## src/rtl/bg_ctrl_pkg.sv

```systemverilog
// Shared definitions for the background scene controller.
// Contents:
//   bg_state_t  - controller state encoding (IDLE, FADE_OUT, SWITCH, FADE_IN)
//   SCENE_W     - width of a scene ID
//   SCENE_*     - symbolic scene IDs used by game logic
package bg_ctrl_pkg;

    localparam int SCENE_W = 4;

    typedef enum logic [1:0] {
        IDLE     = 2'd0,
        FADE_OUT = 2'd1,
        SWITCH   = 2'd2,
        FADE_IN  = 2'd3
    } bg_state_t;

    localparam logic [SCENE_W-1:0] SCENE_START_MENU = 4'd0;
    localparam logic [SCENE_W-1:0] SCENE_IN_GAME    = 4'd1;
    localparam logic [SCENE_W-1:0] SCENE_GAME_OVER  = 4'd2;

endpackage

```

## src/rtl/bg_scene_controller_frame_step_timer.sv

```systemverilog
// Frame prescaler: turns frame_start pulses into fade step ticks.
// Ports:
//   Clk, Reset   - clock, synchronous active-high reset
//   clear        - hold the frame counter at 0 (used while idle / waiting to swap)
//   frame_start  - one-cycle pulse at the start of vertical blank
//   step_tick    - combinational: this frame_start completes a fade step
module frame_step_timer
    import bg_ctrl_pkg::*;
#(
    parameter int FRAMES_PER_STEP = 2
) (
    input  logic Clk,
    input  logic Reset,
    input  logic clear,
    input  logic frame_start,
    output logic step_tick
);

    // Counter is at least 1 bit wide so FRAMES_PER_STEP = 1 still elaborates;
    // in that case it simply stays at 0 and every frame_start is a tick.
    localparam int CW = (FRAMES_PER_STEP > 1) ? $clog2(FRAMES_PER_STEP) : 1;
    localparam logic [CW-1:0] LAST = CW'(FRAMES_PER_STEP - 1);

    logic [CW-1:0] frame_cnt;

    assign step_tick = frame_start && !clear && (frame_cnt == LAST);

    always_ff @(posedge Clk) begin
        if (Reset || clear) begin
            frame_cnt <= '0;
        end else if (frame_start) begin
            frame_cnt <= (frame_cnt == LAST) ? '0 : frame_cnt + CW'(1);
        end
    end

endmodule

```

## src/rtl/bg_scene_controller.sv

```systemverilog
// Background scene sequencer: accepts a scene-change request, fades to black
// one step per FRAMES_PER_STEP frames, swaps current_bg on a frame boundary
// while black, then fades back in.
// Ports:
//   Clk, Reset   - clock, synchronous active-high reset
//   frame_start  - one-cycle pulse at start of vblank
//   req_valid / req_scene / req_ready - scene-change request handshake
//   req_error    - pulse: accepted request had an out-of-range scene ID
//   current_bg   - scene select to the background ROM mux
//   fade_level   - 0 = full brightness, FADE_STEPS-1 = black
//   busy         - transition in progress
//   switch_done  - pulse when a request has been fully serviced
module bg_scene_controller
    import bg_ctrl_pkg::*;
#(
    parameter int NUM_SCENES      = 3,
    parameter int FADE_STEPS      = 8,
    parameter int FRAMES_PER_STEP = 2,
    parameter int DEFAULT_SCENE   = 0
) (
    input  logic                          Clk,
    input  logic                          Reset,
    input  logic                          frame_start,
    input  logic                          req_valid,
    input  logic [SCENE_W-1:0]            req_scene,
    output logic                          req_ready,
    output logic                          req_error,
    output logic [SCENE_W-1:0]            current_bg,
    output logic [$clog2(FADE_STEPS)-1:0] fade_level,
    output logic                          busy,
    output logic                          switch_done
);

    localparam int FW = $clog2(FADE_STEPS);
    localparam logic [FW-1:0]      FADE_MAX  = FW'(FADE_STEPS - 1);
    localparam logic [SCENE_W-1:0] SCENE_LIM = SCENE_W'(NUM_SCENES);
    localparam logic [SCENE_W-1:0] SCENE_DEF = SCENE_W'(DEFAULT_SCENE);

    bg_state_t          state;
    logic [SCENE_W-1:0] target;
    logic               step_tick;

    assign req_ready = (state == IDLE);
    assign busy      = (state != IDLE);

    // The prescaler only runs while fading; holding it clear in IDLE drops any
    // frame_start that coincides with acceptance, and clearing in SWITCH makes
    // the swap frame the start of a fresh step for the fade-in.
    frame_step_timer #(
        .FRAMES_PER_STEP(FRAMES_PER_STEP)
    ) u_timer (
        .Clk        (Clk),
        .Reset      (Reset),
        .clear      ((state == IDLE) || (state == SWITCH)),
        .frame_start(frame_start),
        .step_tick  (step_tick)
    );

    always_ff @(posedge Clk) begin
        if (Reset) begin
            state       <= IDLE;
            target      <= SCENE_DEF;
            current_bg  <= SCENE_DEF;
            fade_level  <= '0;
            req_error   <= 1'b0;
            switch_done <= 1'b0;
        end else begin
            req_error   <= 1'b0;
            switch_done <= 1'b0;
            case (state)
                IDLE: begin
                    if (req_valid) begin
                        if (req_scene >= SCENE_LIM) begin
                            req_error <= 1'b1;
                        end else if (req_scene == current_bg) begin
                            switch_done <= 1'b1;
                        end else begin
                            target <= req_scene;
                            state  <= FADE_OUT;
                        end
                    end
                end
                FADE_OUT: begin
                    if (step_tick && fade_level != FADE_MAX) begin
                        fade_level <= fade_level + FW'(1);
                        if (fade_level == FADE_MAX - FW'(1)) state <= SWITCH;
                    end
                end
                SWITCH: begin
                    // Screen is black and we are at vblank: safe to swap.
                    if (frame_start) begin
                        current_bg <= target;
                        state      <= FADE_IN;
                    end
                end
                FADE_IN: begin
                    if (step_tick && fade_level != '0) begin
                        fade_level <= fade_level - FW'(1);
                        if (fade_level == FW'(1)) begin
                            state       <= IDLE;
                            switch_done <= 1'b1;
                        end
                    end
                end
                default: state <= IDLE;
            endcase
        end
    end

endmodule

```

## config.mk

```make
export PLATFORM = sky130hd
export DESIGN_NAME = bg_scene_controller
export DESIGN_NICKNAME = d
export VERILOG_FILES = /design/src/rtl/bg_ctrl_pkg.sv /design/src/rtl/bg_scene_controller_frame_step_timer.sv /design/src/rtl/bg_scene_controller.sv
export SDC_FILE = /design/constraint.sdc
export NUM_CORES = 1
export LEC_CHECK = 0
export ABC_CLOCK_PERIOD_IN_PS = 1670
export BUFFER_PORTS_ARGS = -buffer_cell sky130_fd_sc_hd__buf_4
export CAP_MARGIN = 0
export CORE_MARGIN = 2
export CORE_UTILIZATION = 50
export CTS_BUF_LIST = sky130_fd_sc_hd__clkbuf_2
export CTS_CLUSTER_SIZE = 12
export DETAILED_ROUTE_END_ITERATION = 7
export PLACE_DENSITY = 0.77
export SYNTH_ARGS = -nofsm -noshare
export SYNTH_HDL_FRONTEND = slang
export SYNTH_SLANG_ARGS = --single-unit
```

## constraint.sdc

```tcl
create_clock -name Clk -period 1.67 [get_ports Clk]
set_clock_uncertainty 0.05 [all_clocks]
set_input_delay 0.334 -clock Clk [delete_from_list [all_inputs] [get_ports Clk]]
set_output_delay 0.334 -clock Clk [all_outputs]
set_load 0.005 [all_outputs]
```

## Word-level counts from Yosys, hierarchy flattened

Index checks and enable logic that the tools add are counted.

- Register bits: 16
- Input bits: 8
- Word-level logic and storage cells: 66

- Add/subtract/negate cells: 3
- $lt $le $gt $ge: 1
- Eq/ne operators: 15
- Mux-type cells: 20
- Bitwise operators: 4
- Reductions and logical operators: 16

Operator list:

| cell | count |
|---|---|
| $mux 2 | 8 |
| $ne 2x2->1 const B | 8 |
| $pmux 2 s4 | 1 |
| $reduce_and 8->1 | 1 |
| $mux 1 | 7 |
| $mux 3 | 2 |
| $pmux 3 s2 | 1 |
| $eq 2x2->1 const B | 2 |
| $eq 4x4->1 | 1 |
| $ge 4x2->1 const B | 1 |
| $logic_and 1x1->1 | 4 |
| $not 1->1 | 4 |
| $reduce_and 4->1 | 1 |
| $reduce_bool 2->1 | 2 |
| $add 3x1->3 const B | 1 |
| $eq 3x1->1 const B | 1 |
| $eq 3x3->1 const B | 1 |
| $ne 3x3->1 const B | 1 |
| $reduce_and 3->1 | 1 |
| $reduce_bool 3->1 | 1 |
| $reduce_or 3->1 | 1 |
| $sub 3x1->3 const B | 1 |
| $eq 2x1->1 const B | 1 |
| $logic_not 2->1 | 1 |
| other kinds (5) | 6 |

## Logic depth before layout (Yosys ltp)

Gate-level depths: netlist of run 1.

- Depth after elaboration: 8
- Depth in mapped cells: 7
- Gate-level depth less buffers: 6

## Cells and area by module

From an unflattened synthesis of run 1, not the netlist that was laid out.

- Cells, all modules: 112
- Area total of the unflattened synthesis: 1,004.7 um^2

By module, submodules not included:

| module | instances | cells an instance | area an instance (um^2) | sequential area each (um^2) |
|---|---|---|---|---|
| bg_scene_controller | 1 | 107 | 958.4 | 300.3 |
| frame_step_timer | 1 | 5 | 46.3 | 20.0 |

## Worst setup path after synthesis of run 1

OpenSTA, ideal clock, no wires.

- Path type: flip-flop to flip-flop
- Start: reg state[0]
- End: reg state[0]
- Data arrival time: 1.645 ns
- Data required time: 1.540 ns
- Setup slack: -0.105 ns
- Cell stages (with the launch flop): 8
- Buffers on the path: 1
- Period minus slack after synthesis: 1.775 ns
- Cells stage by stage: dfxtp_1 -> inv_1 -> ha_1 -> buf_6 -> nand4bb_4 -> o31ai_1 -> o2111ai_1 -> a211oi_2

- Word-level cells in the longest chain between the ends: 8

Ends and longest elaborated chain:

| what | line | RTL |
|---|---|---|
| start, declared | bg_scene_controller.sv:39 | `bg_state_t state;` |
| start signal, assigned | bg_scene_controller.sv:61 | `state <= IDLE;` |
| start signal, assigned | bg_scene_controller.sv:79 | `state <= FADE_OUT;` |
| start signal, assigned | bg_scene_controller.sv:86 | `if (fade_level == FADE_MAX - FW'(1)) state <= SWITCH;` |
| $eq 2x2->1 or $logic_not 2->1 (tied branches) | bg_scene_controller.sv:54, bg_scene_controller.sv:70 |  |
| $logic_or 1x1->1 | bg_scene_controller.sv:54 | `.clear ((state == IDLE) \|\| (state == SWITCH)),` |
| $logic_not 1->1 | bg_scene_controller_frame_step_timer.sv:26 | `assign step_tick = frame_start && !clear && (frame_cnt == LAST);` |
| $logic_and 1x1->1 (2 in series) | bg_scene_controller_frame_step_timer.sv:26 |  |
| $logic_and 1x1->1 (on tied branches) | bg_scene_controller.sv:97, bg_scene_controller.sv:84 |  |
| $ne 2x2->1 (no line) | -- |  |
| $reduce_and 8->1 (no line) | -- |  |

Several ways; a longest one is shown, not always the timed one.
A chain may end at the register's enable or synchronous reset.

## Worst setup path after layout of run 1

- Start: reg state[0]
- End: out busy

- Word-level cells in the longest chain between the ends: 1

Ends and longest elaborated chain:

| what | line | RTL |
|---|---|---|
| $reduce_bool 2->1 | bg_scene_controller.sv:44 | `assign busy = (state != IDLE);` |
| end, declared | bg_scene_controller.sv:30 | `output logic busy,` |

Every way passes these cells.

==> flow_summary_export.csv, run 1 <==
group,metric,value,unit
outcome,status,"finished, final reports clean",
floorplan,fp-row-count,15,
layout,antenna_cells,0,
timing,finalHoldViolations,0,
power,p_leak,0.4904,nW
layout,mostFrequentLayoutCell,"buf_4",
timing,final-setup-viol-count,0,
timing,worst_pin_slew,342.7,ps
routing,drc,0,
worst_setup_path,crit_required,1290,ps
worst_setup_path,path_cells,"inv_2, ha_2, buf_4, inv_4, buf_4",
synthesis,postSynthNetCount,122,
grt,grt-ovfl-total,0,
worst_setup_path,cpPeakStageDelay,350,ps
power,power.density,611.7,mW/mm^2
grt,grt_start_max_net_pins,18,
worst_setup_path,critical_path_class,"flip-flop to output pin",
clock_tree,path_clk_slew,150,ps
synthesis,synth.largest_area_cell,"dfxtp_1",
placed_design,place_area,0.001172,sq mm
synthesis,synth_area,940.9,sq um
placed_design,post-dp-hpwl,1703,um
job,max-cap-violations,0,
routing,routedWlPerCell,13.97,um
grt,gr-usage-all-layers,21.84,%
worst_setup_path,rrSetupSlack,70,ps
worst_setup_path,arrival,1250,ps
power,seq_power_share,52.8,%
synthesis,ys_ff_latch,16,
routing,via_per_inst,5.532,
clock_tree,cts_max_level,1,
synthesis,ys_types,33,
power,sw_frac_of_total,28.92,%
power,peakVddDrop,0.5117,mV
layout,nets,148,
clock_tree,cts_sinks,16,
synthesis,yosysSeqAreaShare,34.04,%
timing,fin_crit_sh,97.76,%
routing,ant_nets,0,
clock_tree,cts_root_buf,"clkbuf_2",
synthesis,synth-async-reset-ratio,0,%
worst_setup_path,cpLargestDelayFamily,"buffers and inverters",
synthesis,synth_edf_count,0,
layout,areaGrowthSynthToFinish,31.52,%
synthesis,yosysWarnings,0,
placed_design,dp_slack,-30.97,ps
power,power.internal,0.5380,mW
clock_tree,hold_buffers,0,
layout,design_area,0.001237,sq mm
min_path,min_path_type,"input port to flip-flop",
worst_setup_path,crit_top_cell,"buf_4",
routing,firstDrtPassIters,5,
power,p_clk_share,22.6,%
grt,grt_pass1_vias,779,
floorplan,dieArea,0.002245,sq mm
timing,max_freq,612.5,MHz
placed_design,gp_congestion,0.8252,
floorplan,coreArea,0.001745,sq mm
routing,wirelength,2152,um
floorplan,die_x,47.38,um
placed_design,port_buffers,18,
clock_tree,clk_latency,290,ps
synthesis,synth_top_area_share,34.04,%
power,comb_power_share,24.6,%
timing,fin_ws,37.44,ps
layout,fillers,134,
layout,final_cell_mix,"buf_4 (25), dfxtp_1 (12), a21oi_1 (8), ha_1 (8)",
grt,antenna_found_initial,0,
clock_tree,cts_max_path_buffers,2,
timing,max_slew_margin,76.98,%
layout,drive_above_1_share,34.88,%
clock_tree,cts_tree,"built",
timing,grt_setup_unrepaired,"true",
synthesis,synthTopCellsByArea,"dfxtp_1 (34%), ha_1 (13%), xnor2_1 (5.6%)",
synthesis,synth-main-ff-cell,"dfxtp_1",
timing,tns,0,ps
floorplan,initial_core_util,53.91,%
grt,grt_pass1_wl,3360,um
timing,min_period,1633,ps
routing,route.vias.total,852,
synthesis,syn_avg_cell_area,9.047,sq um
floorplan,ios,19,
worst_setup_path,cp-start-kind,"flip-flop",
synthesis,syn_inst,104,
routing,drt_iter0_markers,43,
worst_setup_path,end_kind,"output pin",
power,p_sw,0.2189,mW
timing,slew_violations,0,
clock_tree,cts_made_buffers,3,
floorplan,die_h,47.38,um
worst_setup_path,path_max_fanout,6,
worst_setup_path,critPathSlowestCell,"dfxtp_2",
worst_setup_path,worstPathBufferInverterCount,4,
## path summary, 6_finish.rpt
check                                from            end  depth (start not counted)
worst min-delay path                Reset  fade_level[0]                          2
worst min register to register  target[1]  current_bg[1]                          2
worst max-delay path             state[0]           busy                          5
worst max register to register   state[0]       state[0]                          6
## flip-flops by register name, indices dropped and copies added, names as in the netlist
signal	flops
current_bg	4
target	4
fade_level	3
state	2
req_error	1
switch_done	1
u_timer.frame_cnt	1
## routing by layer
metal	wire, um	GRT usage, %
met5	0	0
met4	4	6.667
met3	92	6.538
met2	1196	39.19
met1	858	24.54
## cell type report
cell class / count / area, sq um / share of cell area, %
Multi-Input combinational cell: 77 / 643.1 / 51.97
Timing Repair Buffer: 25 / 187.7 / 15.17
Sequential cell: 16 / 327.8 / 26.49
Clock buffer: 3 / 15.01 / 1.213
Clock inverter: 1 / 3.754 / 0.3033
Inverter: 7 / 28.78 / 2.326
Tap cell: 25 / 31.28 / 2.528
## Yosys cell counts (2+ instances only)
cell and n:
a211oi_1 2, a21oi_1 8, a22oi_1 2, clkbuf_1 2
dfxtp_1 16, ha_1 10, inv_1 7, nand2_1 7
nand2b_1 3, nand3_1 7, nor2_1 5, nor2b_1 3
nor3_1 2, nor3b_1 2, nor4_1 2, o21ai_0 3
o31ai_1 2, xnor2_1 6
## per-stage QoR
step | hold WS, ps | power [mW] | instances | utilization (%)
5_1_grt | 243.2 | 0.7964 | 154 | 70.90
3_5_place_dp | 410.8 | 0.5768 | 148 | 67.17
3_3_place_gp | 408.0 | 0.5707 | 148 | 67.17
4_1_cts | 246.1 | 0.7557 | 154 | 69.53
6_report | 266.5 | 0.7569 | 154 | 70.90
2_1_floorplan | 388.7 | 0.5156 | 104 | -
## power by group through the flow
stage / clock network, mW / logic [mW] / registers, mW
final: 0.171 / 0.186 / 0.400
after floorplan: 0 / 0.107 / 0.409
after global placement: 0 / 0.161 / 0.409
after detailed placement: 0 / 0.167 / 0.410
after CTS: 0.176 / 0.180 / 0.400
after global routing: 0.194 / 0.201 / 0.401
## logic make-up after synthesis
group / after synthesis / synth area share [%]
AOI/OAI and AO/OA: 21 / 14.76
and+or+nand+nor: 38 / 25.00
DFF: 16 / 34.04
muxes: 1 / 1.064
buffers and inverters: 11 / 5.319
adders and majority gates: 10 / 13.30
xor gates and xnor gates: 7 / 6.516
## timing repair
action                     in CTS  in global routing
buffers inserted                2                  0
setup endpoints to repair       5                  5
gates resized for setup         5                  7
pin swaps                       4                  5
No activity file was read; power rests on OpenSTA's default activity.
==> run 2, diff against run 1 <==
- SETUP_SLACK_MARGIN: unset -> 0.5
==> run 2 against run 1 <==
  * The run now ends with setup timing left
  * Design area rose by 17%
  * Global-route usage rose by 5.3 points
  * Critical path depth rose by 2
  * Routed wire length rose by 38%
  * Worst setup slack got worse by 58 ps
  * Combinational power rose by 31%
  * Sequential cell count did not move
  * Clock power rose by 18%
  * First-iteration DRC count fell by 65%
  * Count of clock-buffer cells in the layout did not move
  * Critical path type is now flip-flop to flip-flop
  * Largest cell class unchanged
  * Largest power group unchanged
  * Highest routed layer unchanged
==> flow_summary_export.csv, run 2 (synthesized netlist as in run 1, its figures left out) <==
group,metric,value,unit
clock_tree,path_clk_slew,180,ps
worst_setup_path,path_cells,"inv_1, buf_4, ha_1, nand2b_1, o31ai_4, o2111ai_2, a211oi_2",
floorplan,ios,19,
worst_setup_path,critical_path_class,"flip-flop to flip-flop",
routing,routedWlPerCell,18.50,um
min_path,worstHoldStart,"Reset",
grt,antenna_found_initial,0,
timing,max_freq,591.6,MHz
routing,top_layer,"met4",
outcome,violations,"setup timing",
timing,final-setup-viol-count,2,
worst_setup_path,rrSetupSlack,-20,ps
timing,grt_setup_unrepaired,"true",
routing,wirelength,2960,um
routing,drc,0,
placed_design,gp_congestion,0.9062,
floorplan,die_x,47.38,um
routing,wl_met2,1603,um
outcome,status,"finished, violations left",
power,seq_power_share,47.0,%
floorplan,initial_core_util,53.91,%
timing,tns,-27.26,ps
power,peakVddDrop,0.4350,mV
layout,mostFrequentLayoutCell,"buf_4",
layout,drive_above_1_share,50.37,%
layout,ff_latch_area,350.3,sq um
job,max-cap-violations,0,
worst_setup_path,crit_required,1880,ps
layout,reg_top3,"current_bg: 4 flops, target: 4 flops, fade_level: 3 flops",
clock_tree,cts_made_buffers,3,
power,p_sw,0.2770,mW
timing,min_period,1690,ps
clock_tree,cts_tree,"built",
timing,max_slew_margin,68.77,%
grt,gr-usage-all-layers,27.11,%
timing,slew_violations,0,
routing,met3WireLength,106,um
worst_setup_path,cpLargestDelayFamily,"compound AO/OA/AOI/OAI gates",
worst_setup_path,end_kind,"flip-flop",
power,p_leak,0.5585,nW
floorplan,die_h,47.38,um
clock_tree,cts_max_path_buffers,2,
worst_setup_path,critPathSlowestCell,"dfxtp_4",
power,comb_power_share,29.0,%
layout,final_cell_mix,"buf_4 (19), buf_6 (12), a21oi_1 (8)",
grt,grt_pass1_wl,4029,um
clock_tree,cts_root_buf,"clkbuf_2",
clock_tree,hold_buffers,0,
worst_setup_path,worstPathBufferInverterCount,2,
power,power.density,579.2,mW/mm^2
timing,fin_crit_sh,101.2,%
grt,grt-ovfl-total,0,
routing,via_per_inst,5.869,
power,sw_frac_of_total,33.01,%
layout,multiInputGateArea,737.0,sq um
layout,fillers,100,
routing,met1_length,1175,um
routing,firstDrtPassIters,4,
placed_design,post-dp-hpwl,1771,um
timing,worst_pin_slew,465.6,ps
worst_setup_path,r2r-start,"fade_level[1]",
grt,grt_pass1_vias,858,
min_path,min_path_cells,2,
routing,ant_nets,0,
clock_tree,clk_latency,330,ps
clock_tree,cts_sinks,16,
placed_design,port_buffers,18,
worst_setup_path,crit_cells,7,
power,power.internal,0.5622,mW
worst_setup_path,path_max_fanout,4,
grt,grt_start_max_net_pins,18,
worst_setup_path,cp-start-kind,"flip-flop",
layout,areaGrowthSynthToFinish,53.99,%
worst_setup_path,reg2reg_to,"state[0]",
timing,fin_ws,-20.33,ps
power,p_clk_share,24.0,%
worst_setup_path,cpPeakStageDelay,390,ps
timing,finalHoldViolations,0,
placed_design,dp_slack,-5.331,ps
routing,drt_iter0_markers,15,
min_path,whs_endpoint,"fade_level[1]",
floorplan,coreArea,0.001745,sq mm
floorplan,dieArea,0.002245,sq mm
worst_setup_path,arrival,1900,ps
layout,nets,154,
floorplan,fp-row-count,15,
clock_tree,cts_max_level,1,
routing,route.vias.total,939,
worst_setup_path,r2r_cells,7,
layout,antenna_cells,0,
min_path,min_path_type,"input port to flip-flop",
run 2: cell types whose count changed in the layout (fill, tap and decap cells not counted), moves of 2 or more:
cell | before | now
xnor2_1 | 6 | 2
dfxtp_4 | 1 | 7
buf_4 | 25 | 19
xnor2_4 | 0 | 2
nor2_2 | 0 | 2
nor2_1 | 5 | 3
dfxtp_1 | 12 | 6
xnor2_2 | 0 | 2
buf_6 | 0 | 12
run 2: cell type report:
| class | instances | share of cell area (%) |
|---|---|---|
| Clock inverter | 1 | 0.2591 |
| Inverter | 7 | 2.332 |
| Tap cell | 25 | 2.159 |
| Sequential cell | 16 | 24.18 |
| Timing Repair Buffer | 31 | 19.17 |
| Multi-Input combinational cell | 77 | 50.86 |
| Clock buffer | 3 | 1.036 |
run 2: how the worst max path moves through the flow:
stage | startpoint | end | slack, ps
after detailed placement | state[1] | fade_level[2] | -5
after global routing | fade_level[1] | state[0] | -90
after floorplan | state[0] | fade_level[2] | 80
after global placement | state[1] | fade_level[2] | 40
final | fade_level[1] | state[0] | -20
after CTS | state[1] | fade_level[2] | 20
run 2: power by group through the flow:
stage | clock (mW) | sequential (mW) | combinational [mW]
2_1_floorplan | 0 | 0.409 | 0.113
3_3_place_gp | 0 | 0.411 | 0.168
3_5_place_dp | 0 | 0.412 | 0.172
4_1_cts | 0.194 | 0.394 | 0.208
5_1_grt | 0.212 | 0.395 | 0.261
6_report | 0.201 | 0.394 | 0.244
run 2: through the flow:
step / std cells / util, % / hold slack, ps / area (sq um) / total power, mW
CTS: 156 / 78.28 / 223.1 / 1366 / 0.7960
global placement: 147 / 67.96 / 403.2 / 1186 / 0.5789
global route: 160 / 83.01 / 231.7 / 1449 / 0.8678
floorplan: 104 / - / 388.7 / 1013 / 0.5226
detailed placement: 147 / 67.96 / 410.9 / 1186 / 0.5835
finish: 160 / 83.01 / 221.9 / 1449 / 0.8393
run 2: metal layers:
layer  GRT usage [%]  up-vias
li1                -      432
met1           33.02      458
met2           46.76       40
met3           3.846        9
met4           12.22        0
met5               0        -
run 2: timing repair:
action / in CTS / in global routing
resized for setup: 35 / 14
setup buffers: 5 / 4
pin swaps: 4 / 5
setup endpoints to repair: 26 / 27
hold endpoints to repair: 0 / 0
